[src/rtl/ips2l_pcie_dma_wr_ctrl.sv]
// rtl/ips2l_pcie_dma_wr_ctrl.sv - write-side DMA payload realign and BAR RAM write controller
// Purpose: accepts DW-packed 128-bit TLP payload beats, shifts them to the RAM DW offset
//   given by i_wr_addr[3:2] and writes them into the BAR RAM with per-byte enables.
// Ports:
//   clk, rst                  core clock, asynchronous active-high reset
//   i_wr_en                   rising edge starts a transfer
//   i_wr_length, i_wr_addr    payload length in DW (0 = 1024), byte start address
//   i_wr_data/_vld/_last      payload beat stream; o_wr_data_ready accepts a beat
//   o_wr_busy, o_wr_done      transfer in progress, 1-cycle completion pulse
//   o_len_err                 sticky last-marker mismatch (cleared at next start)
//   o_bar_wr_en/_addr/_data/_be  registered BAR RAM write port
// Optional feature: define DMA_WR_LEN_CHK_EN to check i_wr_data_last against the length.
module ips2l_pcie_dma_wr_ctrl #(
  parameter int ADDR_WIDTH = 9
) (
  input  logic                  clk,
  input  logic                  rst,
  input  logic                  i_wr_en,
  input  logic [9:0]            i_wr_length,
  input  logic [63:0]           i_wr_addr,
  input  logic [127:0]          i_wr_data,
  input  logic                  i_wr_data_vld,
  input  logic                  i_wr_data_last,
  output logic                  o_wr_data_ready,
  output logic                  o_wr_busy,
  output logic                  o_wr_done,
  output logic                  o_len_err,
  output logic                  o_bar_wr_en,
  output logic [ADDR_WIDTH-1:0] o_bar_wr_addr,
  output logic [127:0]          o_bar_wr_data,
  output logic [15:0]           o_bar_wr_be
);

  typedef enum logic [1:0] {S_IDLE, S_WRITE, S_FLUSH, S_DONE} state_t;

  state_t                r_state;
  logic                  r_wr_en_d;
  logic [1:0]            r_pos;
  logic [1:0]            r_rem;
  logic [8:0]            r_in_beats;
  logic [8:0]            r_out_beats;
  logic [8:0]            r_in_cnt;
  logic [8:0]            r_wr_cnt;
  logic [ADDR_WIDTH-1:0] r_addr;
  logic [127:0]          r_residue;

  logic [10:0]  w_len;
  logic [1:0]   w_pos;
  logic [10:0]  w_in_sum;
  logic [10:0]  w_out_sum;
  logic [1:0]   w_rem;
  logic         w_start;
  logic         w_acc;
  logic         w_last_in;
  logic         w_first_wr;
  logic         w_last_wr;
  logic [127:0] w_shl;
  logic [127:0] w_res_n;
  logic [15:0]  w_first_mask;
  logic [15:0]  w_last_mask;
  logic [15:0]  w_be;
  logic         w_unused;

  // Length 0 encodes 1024 DW; all count arithmetic is 11 bits wide so 1024+3+3 cannot overflow.
  assign w_len     = (i_wr_length == 10'd0) ? 11'h400 : {1'b0, i_wr_length};
  assign w_pos     = i_wr_addr[3:2];
  assign w_in_sum  = w_len + 11'd3;
  assign w_out_sum = w_len + {9'd0, w_pos} + 11'd3;
  assign w_rem     = w_len[1:0] + w_pos;

  assign w_start    = (r_state == S_IDLE) && i_wr_en && !r_wr_en_d;
  assign w_acc      = i_wr_data_vld && o_wr_data_ready;
  assign w_last_in  = (r_in_cnt == r_in_beats - 9'd1);
  assign w_first_wr = (r_wr_cnt == 9'd0);
  assign w_last_wr  = (r_wr_cnt == r_out_beats - 9'd1);

  // Lanes shifted past lane 3 are carried as residue into the next RAM word.
  always_comb begin
    w_shl   = i_wr_data;
    w_res_n = 128'd0;
    case (r_pos)
      2'd1: begin
        w_shl   = {i_wr_data[95:0], 32'd0};
        w_res_n = {96'd0, i_wr_data[127:96]};
      end
      2'd2: begin
        w_shl   = {i_wr_data[63:0], 64'd0};
        w_res_n = {64'd0, i_wr_data[127:64]};
      end
      2'd3: begin
        w_shl   = {i_wr_data[31:0], 96'd0};
        w_res_n = {32'd0, i_wr_data[127:32]};
      end
      default: begin
        w_shl   = i_wr_data;
        w_res_n = 128'd0;
      end
    endcase
  end

  always_comb begin
    w_first_mask = 16'hFFFF;
    case (r_pos)
      2'd1:    w_first_mask = 16'hFFF0;
      2'd2:    w_first_mask = 16'hFF00;
      2'd3:    w_first_mask = 16'hF000;
      default: w_first_mask = 16'hFFFF;
    endcase
    w_last_mask = 16'hFFFF;
    case (r_rem)
      2'd1:    w_last_mask = 16'h000F;
      2'd2:    w_last_mask = 16'h00FF;
      2'd3:    w_last_mask = 16'h0FFF;
      default: w_last_mask = 16'hFFFF;
    endcase
    w_be = (w_first_wr ? w_first_mask : 16'hFFFF) & (w_last_wr ? w_last_mask : 16'hFFFF);
  end

`ifdef DMA_WR_LEN_CHK_EN
  assign w_unused = ^{i_wr_addr[63:ADDR_WIDTH+4], i_wr_addr[1:0]};
`else
  assign w_unused = ^{i_wr_addr[63:ADDR_WIDTH+4], i_wr_addr[1:0], i_wr_data_last};
`endif

  always_ff @(posedge clk or posedge rst) begin
    if (rst) begin
      r_state         <= S_IDLE;
      r_wr_en_d       <= 1'b0;
      r_pos           <= 2'd0;
      r_rem           <= 2'd0;
      r_in_beats      <= 9'd0;
      r_out_beats     <= 9'd0;
      r_in_cnt        <= 9'd0;
      r_wr_cnt        <= 9'd0;
      r_addr          <= '0;
      r_residue       <= 128'd0;
      o_wr_data_ready <= 1'b0;
      o_wr_busy       <= 1'b0;
      o_wr_done       <= 1'b0;
      o_len_err       <= 1'b0;
      o_bar_wr_en     <= 1'b0;
      o_bar_wr_addr   <= '0;
      o_bar_wr_data   <= 128'd0;
      o_bar_wr_be     <= 16'd0;
    end else begin
      r_wr_en_d   <= i_wr_en;
      o_bar_wr_en <= 1'b0;
      o_wr_done   <= 1'b0;
      case (r_state)
        S_IDLE: begin
          if (w_start) begin
            r_pos           <= w_pos;
            r_rem           <= w_rem;
            r_in_beats      <= w_in_sum[10:2];
            r_out_beats     <= w_out_sum[10:2];
            r_in_cnt        <= 9'd0;
            r_wr_cnt        <= 9'd0;
            r_addr          <= i_wr_addr[ADDR_WIDTH+3:4];
            r_residue       <= 128'd0;
            o_len_err       <= 1'b0;
            o_wr_data_ready <= 1'b1;
            o_wr_busy       <= 1'b1;
            r_state         <= S_WRITE;
          end
        end
        S_WRITE: begin
          if (w_acc) begin
            o_bar_wr_en   <= 1'b1;
            o_bar_wr_addr <= r_addr;
            o_bar_wr_data <= w_shl | r_residue;
            o_bar_wr_be   <= w_be;
            r_addr        <= r_addr + 1'b1;
            r_wr_cnt      <= r_wr_cnt + 9'd1;
            r_in_cnt      <= r_in_cnt + 9'd1;
            r_residue     <= w_res_n;
`ifdef DMA_WR_LEN_CHK_EN
            if (i_wr_data_last != w_last_in) begin
              o_len_err <= 1'b1;
            end
`endif
            if (w_last_in) begin
              o_wr_data_ready <= 1'b0;
              r_state         <= (r_out_beats > r_in_beats) ? S_FLUSH : S_DONE;
            end
          end
        end
        S_FLUSH: begin
          // Trailing lanes of the final input beat spill into one extra RAM word.
          o_bar_wr_en   <= 1'b1;
          o_bar_wr_addr <= r_addr;
          o_bar_wr_data <= r_residue;
          o_bar_wr_be   <= w_be;
          r_addr        <= r_addr + 1'b1;
          r_wr_cnt      <= r_wr_cnt + 9'd1;
          r_state       <= S_DONE;
        end
        default: begin
          o_wr_done <= 1'b1;
          o_wr_busy <= 1'b0;
          r_state   <= S_IDLE;
        end
      endcase
    end
  end

endmodule
[config.mk]
export PLATFORM = sky130hd
export DESIGN_NAME = ips2l_pcie_dma_wr_ctrl
export DESIGN_NICKNAME = d
export VERILOG_FILES = /design/src/rtl/ips2l_pcie_dma_wr_ctrl.sv
export SDC_FILE = /design/constraint.sdc
export NUM_CORES = 1
export LEC_CHECK = 0
export CAP_MARGIN = 5
export CORE_UTILIZATION = 30
export DETAILED_ROUTE_END_ITERATION = 7
export GPL_ROUTABILITY_DRIVEN = 0
export HOLD_SLACK_MARGIN = 0.1
export SYNTH_ARGS = -nofsm -noshare
export SYNTH_HDL_FRONTEND = slang
export SYNTH_SLANG_ARGS = --single-unit
[constraint.sdc]
create_clock -name clk -period 15 [get_ports clk]
set_input_delay 1.5 -clock clk [delete_from_list [all_inputs] [get_ports clk]]
set_output_delay 1.5 -clock clk [all_outputs]
set_load 0.005 [all_outputs]
### Yosys cells after proc, flatten, opt, wreduce, memory -nomap -nowiden

Index checks and enable logic that the tools add are counted.

| word-level totals | value |
|---|---|
| input bits | 207 |
| register bits after elaboration | 337 |
| logic and storage cells | 99 |
| output and inout bits | 158 |

| operators by class | value |
|---|---|
| order comparisons | 1 |
| add/subtract/negate cells | 9 |
| bitwise operators | 3 |
| muxes and demuxes | 37 |
| reductions and logical operators | 19 |
| eq/ne operators | 13 |

Operators with widths:

| kind | number |
|---|---|
| $pmux 128 s2 | 2 |
| $mux 128 | 3 |
| $pmux 128 s3 | 1 |
| $pmux 96 s3 | 1 |
| $or 128x128->128 | 1 |
| $mux 9 | 6 |
| $pmux 9 s3 | 2 |
| $mux 16 | 3 |
| $pmux 16 s3 | 1 |
| $pmux 12 s3 | 1 |
| $pmux 9 s2 | 2 |
| $pmux 16 s2 | 1 |
| $add 9x1->9 const B | 3 |
| $add 11x2->11 const B | 2 |
| $eq 9x9->1 | 2 |
| $sub 9x1->9 const B | 2 |
| $and 16x16->16 | 1 |
| $add 11x2->11 | 1 |
| $mux 11 | 1 |
| $eq 2x2->1 const B | 5 |
| $logic_not 10->1 | 1 |
| $gt 9x9->1 | 1 |
| $logic_not 9->1 | 1 |
| $reduce_and 3->1 | 3 |
| other kinds (17) | 35 |

### Logic depth before layout (Yosys ltp)

Gate-level depths: netlist of the first run.

| logic depth | value |
|---|---|
| depth in word-level cells | 6 |
| mapped depth | 9 |
| mapped depth without buffers | 9 |

### Least setup slack after synthesis of the first run

OpenSTA, ideal clock, no wires.

| timing path | value |
|---|---|
| path type | input port to flip-flop |
| start | in i_wr_addr[3] |
| end | reg r_out_beats[7] |
| setup slack | 11977 ps |
| data arrival time | 2940 ps |
| stages | 9 |
| cells stage by stage | inv_1 > ha_1 > nor2_1 > inv_1 > fa_1 > nor2_1 > nand3_1 > xor2_1 > o21ai_0 |

| on the way | value |
|---|---|
| cells in the longest elaborated chain, start to end | 2 |

Ends and longest elaborated chain:

| element | RTL line | RTL |
|---|---|---|
| start, declared | 20 | `input logic [63:0] i_wr_addr,` |
| $add 11x2->11 (2 in series) | 68 | `assign w_out_sum = w_len + {9'd0, w_pos} + 11'd3;` |
| end signal, assigned | 155 | `r_out_beats <= w_out_sum[10:2];` |
| end, declared | 41 | `logic [8:0] r_out_beats;` |

Every way passes these cells.
A chain may end at the register's enable or synchronous reset.

==> results of run 1 <==
-- kinds of logic after synthesis --
family | count (synthesis) | share of synthesized area (%)
mux | 118 | 8.23
other cells | 1 | 0.0247
xor+xnor | 47 | 2.72
flops | 293 | 48.4
simple gates | 578 | 16.0
buf+inv | 166 | 4.52
compound gates | 458 | 17.9
fa+ha+maj | 27 | 2.28
-- flip-flops by register name, indices dropped and copies added, names as in the netlist --
name and flops:
r_pos 2, o_bar_wr_en 1, o_wr_data_ready 1, r_wr_cnt 9
o_bar_wr_addr 9, o_wr_busy 1, r_rem 2, r_residue 96
r_in_cnt 9, o_wr_done 1, o_bar_wr_data 128, r_addr 9
o_bar_wr_be 4, r_in_beats 9, r_out_beats 9, r_state 2
r_wr_en_d 1
-- metal layers --
layer / part of all wire [%] / wire (um) / vias to the layer above / GRT usage, %
met5: 0.14 / 74 / - / 0
met2: 45 / 23500 / 475 / 31.7
met1: 45 / 23500 / 6598 / 27.5
li1: - / - / 6356 / -
met4: 2.6 / 1370 / 10 / 6.52
met3: 7.3 / 3820 / 88 / 4.61
-- cells in the mapped netlist, types with 25 or more instances --
cell type / number
dfrtp_1: 293
nand2_1: 293
o21ai_0: 168
nor2_1: 156
a21oi_1: 152
clkbuf_1: 98
mux2i_1: 65
mux2_2: 53
nand3_1: 51
a22oi_1: 49
a22o_1: 36
inv_1: 32
nor3_1: 31
ha_1: 26
xnor2_1: 25
-- path summary, 6_finish.rpt --
check	end	depth (start not counted)
worst max-delay path	o_bar_wr_data[48]	4
worst min register to register	r_residue[90]	2
min in group asynchronous	o_bar_wr_data[126]	2
max in group clk	r_in_cnt[4]	8
worst max register to register	r_in_cnt[4]	9
worst min-delay path	r_residue[90]	2
-- critical path, delay by kind of cell --
family   cells  cell delay (ps)
buf+inv      4             2600
-- layout make-up --
class	instances	area (um2)	area share [%]
Multi-Input combinational cell	1229	7220	36.0
Tap cell	664	831	4.14
Clock buffer	51	1060	5.27
Sequential cell	293	7340	36.5
Timing Repair Buffer	333	3290	16.4
Antenna cell	2	5.00	0.0249
Inverter	33	131	0.654
Clock inverter	15	214	1.07
-- power breakdown --
part	internal (mW)	switching [mW]	leakage (nW)
Sequential	1.13	0.253	3.73
Clock	0.580	0.362	0.628
Combinational	0.915	1.26	4.17
-- stage by stage --
stage	power (mW)	cells	utilization, %	hold slack (ps)	instance area (um2)
floorplan	2.61	1688	-	434	15200
global placement	3.53	2552	38.1	444	18800
detailed placement	3.58	2552	38.1	451	18800
CTS	4.54	2618	40.7	464	20100
global route	4.83	2619	40.7	485	20100
finish	4.50	2620	40.7	461	20100
-- layout by cell type (no fill, tap or decap), types with 37 or more instances in the layout --
cell / count
a21oi_1: 152
a22oi_1: 49
clkbuf_16: 37
clkdlybuf4s50_1: 309
dfrtp_1: 291
mux2_2: 53
mux2i_1: 65
nand2_1: 293
nand3_1: 51
nor2_1: 153
o21ai_0: 168
==> impl_metrics.py, run 1 <==
metrics = {
    "run_status": {
        "outcome": "complete, no violations",
    },
    "timing": {
        "fin_tns_setup_ps": 0,
        "period_share_pct": 24.8,
        "relSlewSlack_pct": 21.7,
        "setup_viol": 0,
        "setup_slack_ps": 11280,
        "slew_violations": 0,
        "fmax_ghz": 0.269,
        "hold_viol": 0,
        "worst_pin_slew_ps": 1170,
        "layout_min_cycle_time_ps": 3720,
        "rsz0062_at_grt": "no",
        "clock_skew_ps": 33.4,
    },
    "critical_path": {
        "critPathLaunchType": "primary input",
        "r2r_slack_ps": 11630,
        "crit_top_cell": "buf_4",
        "cp-end-kind": "async pin",
        "max_stage_delay_ps": 840,
        "path_cells": "clkdlybuf4s50_1 -> inv_8 -> buf_4 -> buf_4",
        "r2r_start": "r_state[1]",
        "worst-setup-path-type": "in2async",
        "crit_fanout": 110,
        "slowest_stage": "buf_4",
        "required_ps": 15550,
        "critPathLaunch": "rst",
        "critPathArrivalTime_ps": 4270,
    },
    "routing": {
        "viasPerCell": 5.16,
        "drt_iter0_drc": 1014,
        "drt-total-wl_mm": 52.3,
        "wl_per_cell_um": 20.0,
        "detail_route.first_pass.iterations": 5,
        "vias": 13500,
        "remaining_drc_errors": 0,
        "drt.antenna.violating_nets": 0,
    },
    "yosys": {
        "synthDistinctLibCells": 56,
        "syn_nets": 1922,
        "yosysTopAreaCellShare_pct": 48.4,
        "ys_seq_elements": 293,
        "synth_area_um2": 15200,
        "ys_top_cells_by_area": "dfrtp_1, nand2_1, o21ai_0",
        "ys_seq_area_share_pct": 48.4,
        "synth_edf_count": 0,
        "synthCells": 1688,
        "ys_warn_count": 0,
        "async_flop_share_pct": 100,
        "avgSynthCellArea_um2": 8.98,
        "synth_top_area_cell": "dfrtp_1",
        "synth_ff_type": "dfrtp_1",
    },
    "global_routing": {
        "track_usage_pct": 20.2,
        "antenna_found_initial": 8,
        "grt-ovfl-total": 0,
        "first_global_vias": 13400,
        "grt_pass1_wl_mm": 79.9,
        "grt_max_degree": 202,
    },
    "cts": {
        "ctsRootBufferMaster": "clkbuf_16",
        "clk_pin_slew_worst_paths_ps": 60,
        "post_cts_resized": 0,
        "clockBufferDepth": 3,
        "tritoncts": "built",
        "cts_sinks": 293,
        "cts-htree-levels": 2,
        "numCtsBuffers": 36,
        "cts_hold_buf": 0,
        "cts_setup_buffers": 0,
        "clkLatencyLatePin_ps": 560,
    },
    "placement": {
        "hpwl_mm": 33.9,
        "port_buffers": 309,
        "pre_cts_ws_ps": 10490,
    },
    "pwr": {
        "leakage_nw": 8.53,
        "p_per_area_nw_per_um2": 224,
        "ir_drop_v": 0.000139,
    },
    "floorplanning": {
        "core_region_area_um2": 49400,
        "start_util_pct": 30.7,
        "die_height_um": 227,
        "rows": 81,
        "die_x_um": 227,
        "ios": 365,
        "die_area_um2": 51400,
    },
    "finish": {
        "area_growth_pct": 32.5,
        "drive_above_1_share_pct": 8.03,
        "fill_cells": 4872,
        "fin_nets": 2160,
    },
    "worst_hold_path": {
        "min_path_type": "reg2reg",
        "hp-start": "r_residue[90]",
    },
    "run": {
        "cap_violations": 0,
    },
}
Power figures use the tool's default switching activity.
==> run 2: changes to the inputs <==
==> constraint.sdc (replaced) <==
create_clock -name clk -period 3.1 [get_ports clk]
set_input_delay 0.31 -clock clk [delete_from_list [all_inputs] [get_ports clk]]
set_output_delay 0.31 -clock clk [all_outputs]
set_load 0.005 [all_outputs]
==> run 2 against run 1 <==
Design area is 1.6% higher. Routed wire length increased by 1.1%. Sequential cell count unchanged. Sequential power rose to 4.8 times the previous value. Register-to-register slack lost 11000 ps. Clock-buffer cell count is 4 higher. Total power increased to 4.9 times the previous value. Via count rose by 0.44%. Critical path type is now reg2reg. Critical endpoint is now o_bar_wr_data[73]. Largest cell class unchanged.
==> impl_metrics.py, run 2 (synthesis gave the netlist of run 1 again) <==
metrics = {
    "run_status": {
        "outcome": "complete, no violations",
    },
    "floorplanning": {
        "rows": 81,
        "die_x_um": 227,
        "die_area_um2": 51400,
        "die_height_um": 227,
        "ios": 365,
        "start_util_pct": 30.7,
        "core_region_area_um2": 49400,
    },
    "timing": {
        "period_share_pct": 79.4,
        "setup_viol": 0,
        "rsz0062_at_grt": "no",
        "relSlewSlack_pct": 40.0,
        "hold_viol": 0,
        "clock_skew_ps": 22.7,
        "slew_violations": 0,
        "fmax_ghz": 0.406,
        "setup_slack_ps": 639,
        "layout_min_cycle_time_ps": 2460,
        "worst_pin_slew_ps": 900,
    },
    "cts": {
        "ctsRootBufferMaster": "clkbuf_16",
        "clkLatencyLatePin_ps": 540,
        "cts_setup_buffers": 0,
        "cts-htree-levels": 2,
        "cts_hold_buf": 0,
        "clk_pin_slew_worst_paths_ps": 60,
        "numCtsBuffers": 38,
        "post_cts_resized": 0,
        "clockBufferDepth": 3,
        "tritoncts": "built",
        "cts_sinks": 293,
    },
    "routing": {
        "wl_per_cell_um": 20.0,
        "viasPerCell": 5.14,
        "remaining_drc_errors": 0,
        "vias": 13600,
        "drt_iter0_drc": 905,
        "drt-total-wl_mm": 52.8,
        "detail_route.first_pass.iterations": 5,
        "drt.antenna.violating_nets": 0,
    },
    "critical_path": {
        "r2r_start": "r_state[1]",
        "critPathLaunch": "r_state[1]",
        "worst_r2r_path_depth": 8,
        "required_ps": 3550,
        "crit_fanout": 55,
        "worst_r2r_endpoint": "o_bar_wr_data[73]",
        "r2r_slack_ps": 640,
        "crit_path_end": "o_bar_wr_data[73]",
        "critPathLaunchType": "flop",
        "worst-setup-path-type": "reg2reg",
        "cp-end-kind": "flop",
        "critPathArrivalTime_ps": 2910,
    },
    "pwr": {
        "leakage_nw": 8.67,
        "ir_drop_v": 0.000482,
        "p_per_area_nw_per_um2": 1080,
        "power_mw": 22.1,
    },
    "global_routing": {
        "track_usage_pct": 20.5,
        "grt-ovfl-total": 0,
        "grt_pass1_wl_mm": 80.5,
        "first_global_vias": 13600,
        "antenna_found_initial": 10,
        "grt_max_degree": 73,
    },
    "placement": {
        "pre_cts_ws_ps": 567,
        "placed_cell_area_um2": 19100,
        "dp.cells": 2574,
        "hpwl_mm": 36.3,
        "port_buffers": 309,
    },
    "finish": {
        "area_growth_pct": 34.6,
        "largest-register": "o_bar_wr_data",
        "largest_reg_flops": 128,
        "fin_nets": 2184,
        "reg_top3": "o_bar_wr_data x128, r_residue x96",
        "most-common-layout-cells": "clkdlybuf4s50_1, nand2_1, dfrtp_1, o21ai_0, nor2_1",
        "final_cells": 2644,
        "drive_above_1_share_pct": 8.91,
        "final_common_cell": "clkdlybuf4s50_1",
        "final_area_um2": 20400,
    },
    "run": {
        "cap_violations": 0,
    },
    "worst_hold_path": {
        "min_path_type": "in2async",
    },
}
## run 2: metal layers
| metal | share of wire [%] | track usage [%] |
|---|---|---|
| met5 | 0.12 | 0 |
| met4 | 2.0 | 5.12 |
| met3 | 8.4 | 5.57 |
| met2 | 45 | 32.5 |
| met1 | 44 | 27.4 |
## run 2: worst max-delay path: stages (launching register included)
cell and delay (ps):
dfrtp_1 410, inv_1 90, ha_1 300, inv_1 240
a21boi_4 460, buf_12 290, buf_12 270, a2111oi_0 110
nor2_1 130
## run 2: power breakdown
group	internal, mW	total (mW)	leakage, nW	switching, mW
combinational	4.73	10.9	4.33	6.18
sequential	5.48	6.73	3.73	1.25
clock	2.72	4.42	0.609	1.69
total	12.9	22.1	8.67	9.12
## run 2: how the worst min path moves through the flow
stage,end,slack (ps),cells past startpoint
after detailed placement,r_residue[90],450,2
after CTS,o_bar_wr_data[126],130,2
final,o_bar_wr_data[126],140,2
after global routing,o_bar_wr_data[126],170,2
after floorplan,r_wr_en_d,340,0
after global placement,r_residue[89],440,2
## run 2: area by class of cell
| cell class | instances | area [um2] |
|---|---|---|
| Tap cell | 664 | 831 |
| Multi-Input combinational cell | 1229 | 7220 |
| Clock inverter | 11 | 143 |
| Inverter | 33 | 128 |
| Timing Repair Buffer | 355 | 3630 |
| Clock buffer | 55 | 1110 |
| Antenna cell | 4 | 10.0 |
| Fill cell | 4886 | 29000 |
| Sequential cell | 293 | 7340 |
## run 2: per-stage QoR
step	setup TNS [ps]	utilization, %	hold WS [ps]
5_1_grt	0	41.3	174
2_1_floorplan	-322050	-	341
4_1_cts	0	41.3	133
3_3_place_gp	0	38.8	444
6_report	0	41.3	144
3_5_place_dp	0	38.8	451
